File: config.mk
export PLATFORM = sky130hd
export DESIGN_NAME = msg_uart_tx
export DESIGN_NICKNAME = d
export VERILOG_FILES = /design/src/rtl/msg_tx_pkg.sv /design/src/rtl/uart_byte_tx.sv /design/src/rtl/msg_uart_tx.sv
export SDC_FILE = /design/constraint.sdc
export NUM_CORES = 1
export LEC_CHECK = 0
export BUFFER_PORTS_ARGS = -buffer_cell sky130_fd_sc_hd__buf_2
export CAP_MARGIN = 10
export CORE_MARGIN = 2
export CORE_UTILIZATION = 54
export CTS_CLUSTER_DIAMETER = 60
export DETAILED_ROUTE_END_ITERATION = 10
export PLACE_DENSITY_LB_ADDON = 0.3
export SLEW_MARGIN = 20
export SYNTH_ARGS = -nofsm -noshare
export SYNTH_HDL_FRONTEND = slang
export SYNTH_SLANG_ARGS = --single-unit
export TNS_END_PERCENT = 50
File: constraint.sdc
create_clock -name clk -period 2.72 [get_ports clk]
set_input_delay 0.68 -clock clk [delete_from_list [all_inputs] [get_ports clk]]
set_output_delay 0.68 -clock clk [all_outputs]
set_load 0.03 [all_outputs]
File: src/rtl/msg_tx_pkg.sv
// Shared constants and helpers for the host-bound measurement message frame.
package msg_tx_pkg;

    localparam logic [7:0]  FRAME_HDR   = 8'hA5;
    localparam int unsigned FRAME_BYTES = 12;
    localparam int unsigned MSG_W       = 33;

    function automatic int unsigned clks_per_bit(input int unsigned clk_freq,
                                                 input int unsigned baud);
        return clk_freq / baud;
    endfunction

endpackage

File: src/rtl/uart_byte_tx.sv
// 8N1 byte transmitter; tx is bit 0 of the frame shift register, so it is always registered.
module uart_byte_tx #(
    parameter int unsigned CLKS_PER_BIT = 434
) (
    input  logic       clk,
    input  logic       rst_n,
    input  logic       start,
    input  logic [7:0] data,
    output logic       tx,
    output logic       byte_busy,
    output logic       byte_done
);

    localparam int unsigned      CNT_W      = $clog2(CLKS_PER_BIT);
    localparam logic [CNT_W-1:0] BAUD_LAST  = CNT_W'(CLKS_PER_BIT - 1);
    localparam logic [CNT_W-1:0] BAUD_EARLY = CNT_W'(CLKS_PER_BIT - 2);

    logic [CNT_W-1:0] baud_cnt_q;
    logic [3:0]       bit_cnt_q;
    logic [9:0]       shreg_q;
    logic             busy_q;
    logic             stop_bit;
    logic             last_clk;

    assign stop_bit  = busy_q && (bit_cnt_q == 4'd9);
    assign last_clk  = stop_bit && (baud_cnt_q == BAUD_LAST);
    // Fires one clock early so a caller with a registered start can chain bytes gap-free.
    assign byte_done = stop_bit && (baud_cnt_q == BAUD_EARLY);
    assign tx        = shreg_q[0];
    assign byte_busy = busy_q;

    always_ff @(posedge clk or negedge rst_n) begin
        if (!rst_n) begin
            shreg_q    <= '1;
            busy_q     <= 1'b0;
            bit_cnt_q  <= '0;
            baud_cnt_q <= '0;
        end else if (start && (!busy_q || last_clk)) begin
            shreg_q    <= {1'b1, data, 1'b0};
            busy_q     <= 1'b1;
            bit_cnt_q  <= '0;
            baud_cnt_q <= '0;
        end else if (busy_q) begin
            if (baud_cnt_q == BAUD_LAST) begin
                baud_cnt_q <= '0;
                if (bit_cnt_q == 4'd9) begin
                    busy_q <= 1'b0;
                end else begin
                    shreg_q   <= {1'b1, shreg_q[9:1]};
                    bit_cnt_q <= bit_cnt_q + 4'd1;
                end
            end else begin
                baud_cnt_q <= baud_cnt_q + CNT_W'(1);
            end
        end
    end

endmodule

File: src/rtl/msg_uart_tx.sv
// Latches two result messages and sends them as one XOR-checksummed 12-byte UART frame.
module msg_uart_tx
    import msg_tx_pkg::*;
#(
    parameter int unsigned CLK_FREQ = 50000000,
    parameter int unsigned BAUD     = 115200
) (
    input  logic             clk,
    input  logic             rst_n,
    input  logic             send,
    input  logic [MSG_W-1:0] msg0,
    input  logic [MSG_W-1:0] msg1,
    output logic             tx,
    output logic             busy,
    output logic             done
);

    localparam int unsigned CLKS_PER_BIT = clks_per_bit(CLK_FREQ, BAUD);
    localparam logic [3:0]  LAST_IDX     = 4'(FRAME_BYTES - 1);

    typedef enum logic [1:0] {StIdle, StLoad, StWait, StFin} state_e;

    state_e           state_q;
    logic [3:0]       idx_q;
    logic [7:0]       csum_q;
    logic [7:0]       byte_q;
    logic             start_q;
    logic             busy_q;
    logic             done_q;
    logic [MSG_W-1:0] msg0_q;
    logic [MSG_W-1:0] msg1_q;
    logic [3:0]       nxt_idx;
    logic [7:0]       nxt_byte;
    logic             byte_busy;
    logic             byte_done;

    always_comb begin
        nxt_idx  = idx_q + 4'd1;
        nxt_byte = csum_q;
        case (nxt_idx)
            4'd1:    nxt_byte = {7'b0, msg0_q[MSG_W-1]};
            4'd2:    nxt_byte = msg0_q[31:24];
            4'd3:    nxt_byte = msg0_q[23:16];
            4'd4:    nxt_byte = msg0_q[15:8];
            4'd5:    nxt_byte = msg0_q[7:0];
            4'd6:    nxt_byte = {7'b0, msg1_q[MSG_W-1]};
            4'd7:    nxt_byte = msg1_q[31:24];
            4'd8:    nxt_byte = msg1_q[23:16];
            4'd9:    nxt_byte = msg1_q[15:8];
            4'd10:   nxt_byte = msg1_q[7:0];
            default: nxt_byte = csum_q;
        endcase
    end

    // Next byte is selected on the byte_done edge so start lands in the stop bit's last clock.
    always_ff @(posedge clk or negedge rst_n) begin
        if (!rst_n) begin
            state_q <= StIdle;
            idx_q   <= '0;
            csum_q  <= '0;
            byte_q  <= '0;
            start_q <= 1'b0;
            busy_q  <= 1'b0;
            done_q  <= 1'b0;
            msg0_q  <= '0;
            msg1_q  <= '0;
        end else begin
            done_q <= 1'b0;
            unique case (state_q)
                StIdle: begin
                    if (send && !byte_busy) begin
                        msg0_q  <= msg0;
                        msg1_q  <= msg1;
                        idx_q   <= '0;
                        csum_q  <= '0;
                        byte_q  <= FRAME_HDR;
                        start_q <= 1'b1;
                        busy_q  <= 1'b1;
                        state_q <= StLoad;
                    end
                end
                StLoad: begin
                    start_q <= 1'b0;
                    state_q <= StWait;
                end
                StWait: begin
                    if (byte_done) begin
                        if (idx_q == LAST_IDX) begin
                            state_q <= StFin;
                        end else begin
                            idx_q   <= nxt_idx;
                            byte_q  <= nxt_byte;
                            if (nxt_idx != LAST_IDX) begin
                                csum_q <= csum_q ^ nxt_byte;
                            end
                            start_q <= 1'b1;
                            state_q <= StLoad;
                        end
                    end
                end
                StFin: begin
                    done_q  <= 1'b1;
                    busy_q  <= 1'b0;
                    state_q <= StIdle;
                end
                default: state_q <= StIdle;
            endcase
        end
    end

    assign busy = busy_q;
    assign done = done_q;

    uart_byte_tx #(
        .CLKS_PER_BIT(CLKS_PER_BIT)
    ) u_byte_tx (
        .clk      (clk),
        .rst_n    (rst_n),
        .start    (start_q),
        .data     (byte_q),
        .tx       (tx),
        .byte_busy(byte_busy),
        .byte_done(byte_done)
    );

endmodule
==> results of run 1 <==
## Yosys cell counts (7+ instances only)
master / n
sky130_fd_sc_hd__dfrtp_1: 105
sky130_fd_sc_hd__mux2_2: 62
sky130_fd_sc_hd__nand2_1: 61
sky130_fd_sc_hd__nor2_1: 34
sky130_fd_sc_hd__o21ai_0: 28
sky130_fd_sc_hd__a21oi_1: 26
sky130_fd_sc_hd__and3_1: 19
sky130_fd_sc_hd__o22ai_1: 18
sky130_fd_sc_hd__mux2i_1: 16
sky130_fd_sc_hd__nand3_1: 15
sky130_fd_sc_hd__inv_1: 14
sky130_fd_sc_hd__buf_2: 13
sky130_fd_sc_hd__nand2b_1: 12
sky130_fd_sc_hd__clkbuf_1: 10
sky130_fd_sc_hd__ha_1: 10
sky130_fd_sc_hd__dfstp_2: 9
sky130_fd_sc_hd__a22oi_1: 8
sky130_fd_sc_hd__nand3b_1: 7
sky130_fd_sc_hd__nand4_1: 7
sky130_fd_sc_hd__nor2b_1: 7
sky130_fd_sc_hd__nor3_1: 7
## registers in the layout, indices dropped and copies added (netlist names)
| name | flops |
|---|---|
| state_q | 2 |
| u_byte_tx.shreg_q | 9 |
| u_byte_tx.baud_cnt_q | 9 |
| u_byte_tx.bit_cnt_q | 4 |
| busy | 1 |
| csum_q | 8 |
| u_byte_tx.byte_busy | 1 |
| idx_q | 4 |
| msg0_q | 33 |
| start_q | 1 |
| byte_q | 8 |
| msg1_q | 33 |
| done | 1 |
## cells by family after synthesis
logic type / count (synthesis)
and+or+nand+nor: 199
AOI/OAI and AO/OA: 149
DFF: 114
muxes: 79
buffers and inverters: 45
adders and majority gates: 10
xor gates and xnor gates: 6
## worst max-delay path: cells and delay by family (launching register included)
family / cells / cell delay, ns
AOI/OAI and AO/OA: 3 / 1.05
and+or+nand+nor: 2 / 0.42
DFF: 1 / 0.41
adders and majority gates: 1 / 0.28
buffers and inverters: 1 / 0.21
muxes: 1 / 0.15
## final cells by class
cell class	instances	share of cell area, %
clock buffers	25	6.70
repair buffers	107	8.87
multi-input cells	443	43.0
clock inverters	5	0.365
well taps	143	2.37
inverters	15	0.746
flip-flops and latches	114	38.0
## worst paths after layout
kind / slack, ns / cells past startpoint / start / end
worst max-delay path: 0.07 / 8 / idx_q[1] / csum_q[1]
worst min-delay path: 0.09 / 1 / rst_n / u_byte_tx.baud_cnt_q[5]
worst max register to register: 0.07 / 8 / idx_q[1] / csum_q[1]
worst min register to register: 0.48 / 1 / busy / busy
max in group asynchronous: 1.85 / 2 / rst_n / msg0_q[27]
min in group clk: 0.47 / 3 / msg1[1] / msg1_q[1]
## placed cells by master (no fill, tap or decap), drive strengths merged, types with 9 or more instances in the layout
| cell type | netlist | layout |
|---|---|---|
| o22ai | 18 | 18 |
| inv | 15 | 15 |
| and3 | 20 | 20 |
| dfstp | 9 | 9 |
| mux2 | 63 | 63 |
| nand2 | 63 | 63 |
| mux2i | 16 | 16 |
| buf | 20 | 107 |
| o21ai | 33 | 33 |
| nand2b | 12 | 12 |
| nor2 | 34 | 34 |
| ha | 10 | 10 |
| dfrtp | 105 | 105 |
| nand3 | 16 | 16 |
| clkbuf | 10 | 25 |
| a21oi | 28 | 28 |
## power by group
part / switching [mW] / total, mW / internal (mW)
combinational: 0.0995 / 0.205 / 0.105
clock: 0.734 / 2.00 / 1.26
sequential: 0.0528 / 1.81 / 1.75
total: 0.886 / 4.01 / 3.12
## per-layer routing
layer  vias up  GRT usage [%]
met1      2607           35.3
met2       171           48.7
li1       2417              -
met5         -              0
met3        54           8.71
met4         0           12.6
## through the flow
step | utilization, % | TNS, ns | hold slack [ns] | power (mW)
floorplan | - | 0 | 0.384 | 1.90
global placement | 61.0 | 0 | 0.461 | 2.03
detailed placement | 61.0 | -0.512 | 0.475 | 2.03
CTS | 65.7 | -0.0188 | 0.0872 | 4.02
global route | 66.1 | -0.206 | 0.101 | 4.13
finish | 66.1 | 0 | 0.0920 | 4.01
## repair_timing
item,in CTS,in global routing
pin swaps,0,1
endpoints found under the hold margin,0,0
resized for setup,1,12
setup endpoints to repair,9,17
==> results.md, run 1 <==
| Step | Result | This run |
|:---|:---|:---|
| power | Worst-case vdd ir drop | 0.599 mV |
| placement | Placement Setup Slack | -0.114 ns |
| cells and area | Area of the multi-input gates | 0.00324 mm2 |
| critical path | Worst setup SP type | flip-flop |
| floorplanning | Placeable core area | 0.0114 mm2 |
| global routing | Via count of the first global-routing pass | 5422 |
| critical path | Arrival time of data at the critical path endpoint | 2.96 ns |
| critical path | Cell with the largest stage delay on the worst path | sky130_fd_sc_hd__a2111oi_2 |
| placement | Total instance count after detailed placement | 822 |
| sta | Slew Viols, Final | 0 |
| cts | Number of buffers added to fix hold violations after cts | 0 |
| cells and area | Nets@finish | 777 |
| detailed routing | DRC viols | 0 |
| critical path | Required time worst endpoint | 3.02 ns |
| placement | Number of input and output port buffers inserted | 71 |
| outcome | Run status | complete, no violations |
| sta | # setup viols final | 0 |
| synthesis | Most common flop cell mapped by yosys | sky130_fd_sc_hd__dfrtp_1 |
| critical path | Crit-path max FO | 12 |
| synthesis | Share of the synthesized area in the top cell type | 41.7% |
| cts | Clock-pin transition on the worst setup and hold timing paths | 0.05 ns |
| synthesis | Synth unique cells | 83 |
| detailed routing | Number of DRC markers in iteration 0 | 442 |
| synthesis | Share of async-settable or async-resettable flops after synthesis | 100% |
| cts | Level count of the clock H-tree | 4 |
| floorplanning | Die Footprint | 0.0125 mm2 |
| critical path | Sort of element at the end of the critical path | flip-flop |
| power | Leakage power | 3.48 nW |
| cts | CTS Buf Count | 17 |
| global routing | First-pass GRT wire length | 28200 um |
| cts | Clock sink total | 114 |
| floorplanning | Die height | 112 um |
| synthesis | Library cell with the largest summed area after synthesis | sky130_fd_sc_hd__dfrtp_1 |
| cells and area | Fraction of layout instances using a drive strength above 1 | 33.9% |
| global routing | Largest net degree at the start of global routing | 72 |
| global routing | Antenna violations before repair | 0 |
| synthesis | Synthesis Warnings | 0 |
| synthesis | Post-synthesis sequential element count | 114 |
| synthesis | Xor and xnor area share after synthesis | 1.25% |
| critical path | Setup CP Type | flip-flop to flip-flop |
| synthesis | Portion of netlist area occupied by mux cells | 13.9% |
| detailed routing | Routed Antenna Nets | 0 |
| sta | Slew margin rel. | 49.6% |
| detailed routing | First-pass iteration count of the detailed router | 5 |
| cts | Root buffer selected by CTS | sky130_fd_sc_hd__clkbuf_16 |
| detailed routing | Top layer used by detailed routing | met4 |
| synthesis | Synthesized netlist cell count | 602 |
| power | Power density relative to cell area | 531 mW/mm2 |
| synthesis | Synthesized-area fraction occupied by and/or/nand/nor cells | 17.0% |
| synthesis | Synthesized-area fraction occupied by ao, oa, aoi and oai cells | 16.7% |
| cts | Count of buffers added by post-CTS timing repair for setup | 0 |
| synthesis | Adder-cell share of the synthesized area | 1.99% |
| cts | Clock network latency to the later pin of the worst-skew pair | 0.42 ns |
| detailed routing | Sum of met3 wire segment lengths after detailed routing | 1000 um |
| synthesis | Most area-consuming cells after synthesis | sky130_fd_sc_hd__dfrtp_1 (42%), sky130_fd_sc_hd__mux2_2 (11%), sky130_fd_sc_hd__dfstp_2 (3.8%), sky130_fd_sc_hd__nand2_1 (3.6%), sky130_fd_sc_hd__mux2i_1 (2.5%) |
| synthesis | Dominant combinational cell family by area after synthesis | simple AND/OR/NAND/NOR gates |
| detailed routing | Routed length on met2 | 8630 um |
| cells and area | Count of antenna diodes in the layout | 0 |
| global routing | GRT Overall Usage | 29.2% |
| cells and area | Post-route design area | 0.00755 mm2 |
| run | Count of max-cap constraint violations | 0 |
| synthesis | Avg Inst Size Synth | 10.5 um2 |
| detailed routing | Vias post-DR | 5249 |
| cells and area | Area grow syn2layout | 19.9% |
| cells and area | Area taken by flip-flops and latches | 0.00287 mm2 |
| cts | CTS Buffer Depth | 2 |
| placement | Post-placement cell area | 0.00697 mm2 |
| synthesis | Share of synthesized area occupied by flip-flops and latches | 45.5% |
| sta | Final Hold Violating Endpoints | 0 |
| hold path | Class of the tightest hold or removal check | primary input to asynchronous set/reset pin |
| synthesis | Summed instance area of the synthesized netlist | 0.00629 mm2 |
| cells and area | Layout fillers | 906 |
| critical path | Max incr delay on CP | 0.61 ns |
| sta | Final worst path period need | 2.65 ns |
| sta | Achievable clock frequency | 377 MHz |
| placement | Detailed placement HPWL | 13100 um |
| cells and area | Number of non-filler instances in the completed layout | 852 |
| synthesis | Number of enable flip-flop cells after synthesis | 0 |
| placement | Final RePlAce weighted congestion | 1.02 |
| detailed routing | Wl on met1 | 7180 um |
| sta | Final critical-path share of the clock period | 97.5% |
| detailed routing | Mean routed wirelength per cell | 20.5 um |
| global routing | GRT Residual Overflow | 0 |
| floorplanning | Floorplan die width | 112 um |
| floorplanning | Placement Rows | 39 |
| sta | Unrepaired setup endpoints after global routing | yes |
| detailed routing | Number of vias per cell | 6.16 |
| cts | Clock tree from TritonCTS | yes |
| sta | Slew @ Worst Pin | 0.755 ns |
| sta | Clock skew after layout | 0.00575 ns |
| floorplanning | Number of ports placed on the die boundary | 72 |
| detailed routing | Final wirelength | 17500 um |
| sta | Worst-case setup margin in the final layout | 0.0680 ns |
| synthesis | Net Count, Synth | 681 |
| critical path | Cell breakdown of the critical path | ha_2 -> buf_4 -> and4b_1 -> and3_4 -> o21bai_1 -> a2111oi_2 -> a21oi_1 -> mux2i_1 |
| floorplanning | Effective utilization at floorplan | 55.1% |
Power figures use the tool's default switching activity.
==> run 2: changes to the inputs <==
--- a/config.mk
+++ b/config.mk
@@ -15,5 +15,6 @@
 export SLEW_MARGIN = 20
 export SYNTH_ARGS = -nofsm -noshare
 export SYNTH_HDL_FRONTEND = slang
+export SYNTH_HIERARCHICAL = 1
 export SYNTH_SLANG_ARGS = --single-unit
 export TNS_END_PERCENT = 50
==> results.md, run 2 <==
| Step | Result | This run | Change |
|:---|:---|:---|:---|
| placement | Post-placement cell area | 0.00683 mm2 | was 0.00697 mm2 |
| synthesis | Most area-consuming cells after synthesis | sky130_fd_sc_hd__dfrtp_1 (42%), sky130_fd_sc_hd__nand2_1 (14%), sky130_fd_sc_hd__dfstp_2 (3.8%), sky130_fd_sc_hd__mux2i_1 (2.4%), sky130_fd_sc_hd__nand3_1 (2.2%) | was sky130_fd_sc_hd__dfrtp_1 (42%), sky130_fd_sc_hd__mux2_2 (11%), sky130_fd_sc_hd__dfstp_2 (3.8%), sky130_fd_sc_hd__nand2_1 (3.6%), sky130_fd_sc_hd__mux2i_1 (2.5%) |
| cells and area | Post-layout utilization of the core | 66.3% | was 66.1% |
| sta | Achievable clock frequency | 378 MHz | was 377 MHz |
| synthesis | Post-synthesis sequential element count | 114 | unchanged |
| synthesis | Synthesis Warnings | 6 | was 0 |
| critical path | Required time worst endpoint | 3.02 ns | about the same |
| cells and area | Count of antenna diodes in the layout | 0 | unchanged |
| sta | Final critical-path share of the clock period | 97.3% | was 97.5% |
| global routing | Via count of the first global-routing pass | 5601 | was 5422 |
| cts | Number of buffers added to fix hold violations after cts | 0 | unchanged |
| sta | Clock skew after layout | 0.00630 ns | was 0.00575 ns |
| floorplanning | Placeable core area | 0.0113 mm2 | was 0.0114 mm2 |
| cells and area | Nets@finish | 858 | was 777 |
| critical path | Bufs and invs on worst path | 3 | was 1 |
| power | Clk network pwr share | 53.7% | was 49.8% |
| sta | Slew @ Worst Pin | 0.602 ns | was 0.755 ns |
| synthesis | Share of async-settable or async-resettable flops after synthesis | 100% | unchanged |
| cts | CTS Buf Count | 17 | unchanged |
| power | Share of total power consumed by net switching | 21.4% | was 22.1% |
| synthesis | Most frequent cell after synthesis | sky130_fd_sc_hd__nand2_1 | was sky130_fd_sc_hd__dfrtp_1 |
| power | Comb power frac | 4.8% | was 5.1% |
| cells and area | Registers with the most flip-flops | msg0_q (33), msg1_q (33) | unchanged |
| cells and area | Area of the multi-input gates | 0.00313 mm2 | was 0.00324 mm2 |
| power | Share of total power in sequential cells | 41.5% | was 45.1% |
| synthesis | Number of enable flip-flop cells after synthesis | 0 | unchanged |
| detailed routing | Routed Antenna Nets | 0 | unchanged |
| floorplanning | Die height | 111 um | was 112 um |
| power | Worst-case vdd ir drop | 0.548 mV | was 0.599 mV |
| detailed routing | Mean routed wirelength per cell | 17.0 um | was 20.5 um |
| hold path | Class of the tightest hold or removal check | primary input to asynchronous set/reset pin | unchanged |
| critical path | Library cell appearing most often on the critical path | sky130_fd_sc_hd__buf_4 |  |
| placement | Detailed placement HPWL | 11300 um | was 13100 um |
| cells and area | Fraction of layout instances using a drive strength above 1 | 22.7% | was 33.9% |
| placement | Total instance count after detailed placement | 901 | was 822 |
| synthesis | Synthesized netlist cell count | 696 | was 602 |
| cts | Clock network latency to the later pin of the worst-skew pair | 0.42 ns | about the same |
| detailed routing | Number of vias per cell | 5.88 | was 6.16 |
| cells and area | Leading cell types in the layout, fill and taps excluded | sky130_fd_sc_hd__nand2_1 (231), sky130_fd_sc_hd__dfrtp_1 (105), sky130_fd_sc_hd__buf_2 (70) | was sky130_fd_sc_hd__dfrtp_1 (103), sky130_fd_sc_hd__buf_2 (70), sky130_fd_sc_hd__mux2_2 (62) |
| cts | Clock-pin transition on the worst setup and hold timing paths | 0.05 ns | about the same |
| critical path | Arrival time of data at the critical path endpoint | 2.95 ns | was 2.96 ns |
| run | Count of max-cap constraint violations | 0 | unchanged |
| synthesis | Share of the synthesized area in the top cell type | 42.3% | was 41.7% |
| sta | Final worst path period need | 2.65 ns | about the same |
| cells and area | Layout fillers | 902 | was 906 |
| power | Leakage power | 3.67 nW | was 3.48 nW |
| floorplanning | Effective utilization at floorplan | 54.9% | was 55.1% |
| sta | # setup viols final | 0 | unchanged |
| detailed routing | Number of DRC markers in iteration 0 | 483 | was 442 |
| floorplanning | Die Footprint | 0.0124 mm2 | was 0.0125 mm2 |
| global routing | Largest net degree at the start of global routing | 53 | was 72 |
| cells and area | Area taken by flip-flops and latches | 0.00286 mm2 | was 0.00287 mm2 |
| cts | Clock tree from TritonCTS | yes | unchanged |
| sta | Unrepaired setup endpoints after global routing | yes | unchanged |
| global routing | GRT Residual Overflow | 0 | unchanged |
| cells and area | Commonest non-fill, non-tap cell in the layout | sky130_fd_sc_hd__nand2_1 | was sky130_fd_sc_hd__dfrtp_1 |
| cells and area | Post-route design area | 0.00751 mm2 | was 0.00755 mm2 |
| detailed routing | First-pass iteration count of the detailed router | 7 | was 5 |
| sta | Slew margin rel. | 59.5% | was 49.6% |
| sta | Slew Viols, Final | 0 | unchanged |
| critical path | Sort of element at the end of the critical path | flip-flop | unchanged |
| critical path | Number of gates on the worst path with buffers counted | 11 | was 8 |
| detailed routing | Final wirelength | 15900 um | was 17500 um |
| floorplanning | Placement Rows | 39 | unchanged |
| global routing | First-pass GRT wire length | 26800 um | was 28200 um |
| cts | Root buffer selected by CTS | sky130_fd_sc_hd__clkbuf_16 | unchanged |
| critical path | Cell with the largest stage delay on the worst path | sky130_fd_sc_hd__nor4b_2 | was sky130_fd_sc_hd__a2111oi_2 |
| outcome | Run status | complete, no violations | unchanged |
| global routing | Antenna violations before repair | 0 | unchanged |
| cts | CTS Buffer Depth | 2 | unchanged |
| critical path | Cell breakdown of the critical path | buf_4 -> inv_1 -> ha_1 -> and2_1 -> and3_1 -> a22o_1 -> a21o_1 -> nor4b_2 -> buf_4 -> a211oi_1 -> a211o_1 | was ha_2 -> buf_4 -> and4b_1 -> and3_4 -> o21bai_1 -> a2111oi_2 -> a21oi_1 -> mux2i_1 |
| synthesis | Avg Inst Size Synth | 8.93 um2 | was 10.5 um2 |
| critical path | Family of cells with the greatest summed delay on the critical path | simple AND/OR/NAND/NOR gates | was compound AO/OA/AOI/OAI gates |
| cts | Level count of the clock H-tree | 4 | unchanged |
| synthesis | Share of synthesized area occupied by flip-flops and latches | 46.1% | was 45.5% |
| detailed routing | Vias post-DR | 5502 | was 5249 |
| cells and area | Area grow syn2layout | 20.8% | was 19.9% |
| critical path | Crit-path max FO | 9 | was 12 |
| synthesis | Synth unique cells | 76 | was 83 |
| synthesis | Ranking of synthesized cells by instance count | sky130_fd_sc_hd__nand2_1 (232), sky130_fd_sc_hd__dfrtp_1 (105), sky130_fd_sc_hd__nand3_1 (27), sky130_fd_sc_hd__nor2_1 (26), sky130_fd_sc_hd__clkbuf_1 (18) | was sky130_fd_sc_hd__dfrtp_1 (105), sky130_fd_sc_hd__mux2_2 (62), sky130_fd_sc_hd__nand2_1 (61), sky130_fd_sc_hd__nor2_1 (34), sky130_fd_sc_hd__o21ai_0 (28) |
| floorplanning | Number of ports placed on the die boundary | 72 | unchanged |
| placement | Number of input and output port buffers inserted | 71 | unchanged |
| synthesis | Summed instance area of the synthesized netlist | 0.00622 mm2 | was 0.00629 mm2 |
| sta | Final Hold Violating Endpoints | 0 | unchanged |
| critical path | Max incr delay on CP | 0.36 ns | was 0.61 ns |
| floorplanning | Floorplan die width | 111 um | was 112 um |
| synthesis | Library cell with the largest summed area after synthesis | sky130_fd_sc_hd__dfrtp_1 | unchanged |
| critical path | Worst setup SP type | flip-flop | unchanged |
| power | Internal power consumption | 3.45 mW | was 3.12 mW |
| power | Power density relative to cell area | 584 mW/mm2 | was 531 mW/mm2 |
| cells and area | Number of non-filler instances in the completed layout | 935 | was 852 |
| global routing | GRT Overall Usage | 27.2% | was 29.2% |
| detailed routing | DRC viols | 0 | unchanged |
| placement | Final RePlAce weighted congestion | 0.894 | was 1.02 |
| synthesis | Most common flop cell mapped by yosys | sky130_fd_sc_hd__dfrtp_1 | unchanged |
| power | Net switching power | 0.937 mW | was 0.886 mW |
| critical path | Setup CP Type | flip-flop to flip-flop | unchanged |
| synthesis | Net Count, Synth | 775 | was 681 |
| critical path | Reg2reg path depth | 11 | was 8 |
| cts | Clock sink total | 114 | unchanged |
==> run 2: cell types whose count changed in the layout (fill, tap and decap cells not counted), sizes merged, moves of 9 or more <==
cell    before  now
nand3       16   28
and3        20    6
nand2b      12    3
nand2       63  233
mux2        63    7
o21ai       33   24
a21oi       28    9
o22ai       18    7
==> run 2: power groups by stage <==
stage / Sequential, mW / Clock, mW / Combinational, mW
after global routing: 1.82 / 2.47 / 0.239
after detailed placement: 1.85 / 0 / 0.207
after global placement: 1.84 / 0 / 0.198
after CTS: 1.82 / 2.40 / 0.210
final: 1.82 / 2.36 / 0.210
after floorplan: 1.82 / 0 / 0.0944
==> run 2: cell families (layout without fill, tap and decap cells) <==
logic type	after synthesis	in the layout	share of synthesized area (%)
AND/OR/NAND/NOR	363	363	27.2
adder cells (fa/ha/maj)	10	10	2.01
buffers and inverters	56	152	4.35
AO/OA/AOI/OAI	122	122	15.2
flip-flops	114	114	46.1
XOR/XNOR	9	9	1.51
multiplexers	22	22	3.68
==> run 2: final cells by class <==
cell class / count / area share (%)
Clock inverter: 10 / 2.07
Inverter: 17 / 0.850
Multi-Input combinational cell: 526 / 41.6
Tap cell: 143 / 2.38
Clock buffer: 22 / 6.31
Sequential cell: 114 / 38.1
Timing Repair Buffer: 103 / 8.63
==> run 2: what timing repair did <==
item                       in CTS  in global routing
buffers inserted                0                  2
resized for setup               0                 11
setup endpoints to repair       0                 16
==> run 2: metal layers <==
metal	track usage [%]	share of wire, %
met1	31.9	41
met2	46.5	51
met3	7.33	4.3
met4	13.3	4.0
met5	0	0
==> run 2: path summary, 6_finish.rpt <==
kind                                 from                 endpoint  slack [ns]
worst max-delay path             idx_q[0]                byte_q[7]        0.07
worst min-delay path                rst_n  u_byte_tx/baud_cnt_q[6]        0.16
worst max register to register   idx_q[0]                byte_q[7]        0.07
worst min register to register  byte_q[6]                byte_q[6]        0.48
max in group asynchronous           rst_n               msg1_q[20]        1.89
min in group clk                 msg0[20]               msg0_q[20]        0.45
==> run 2: metrics by stage <==
step / hold WS, ns / setup TNS [ns] / worst slack [ns] / total power, mW
global route: 0.164 / -0.205 / -0.0392 / 4.53
CTS: 0.153 / 0 / 0.0183 / 4.42
global placement: 0.460 / 0 / 0.153 / 2.04
finish: 0.164 / 0 / 0.0728 / 4.39
floorplan: 0.384 / 0 / 0.243 / 1.91
detailed placement: 0.465 / 0 / 0.0651 / 2.05
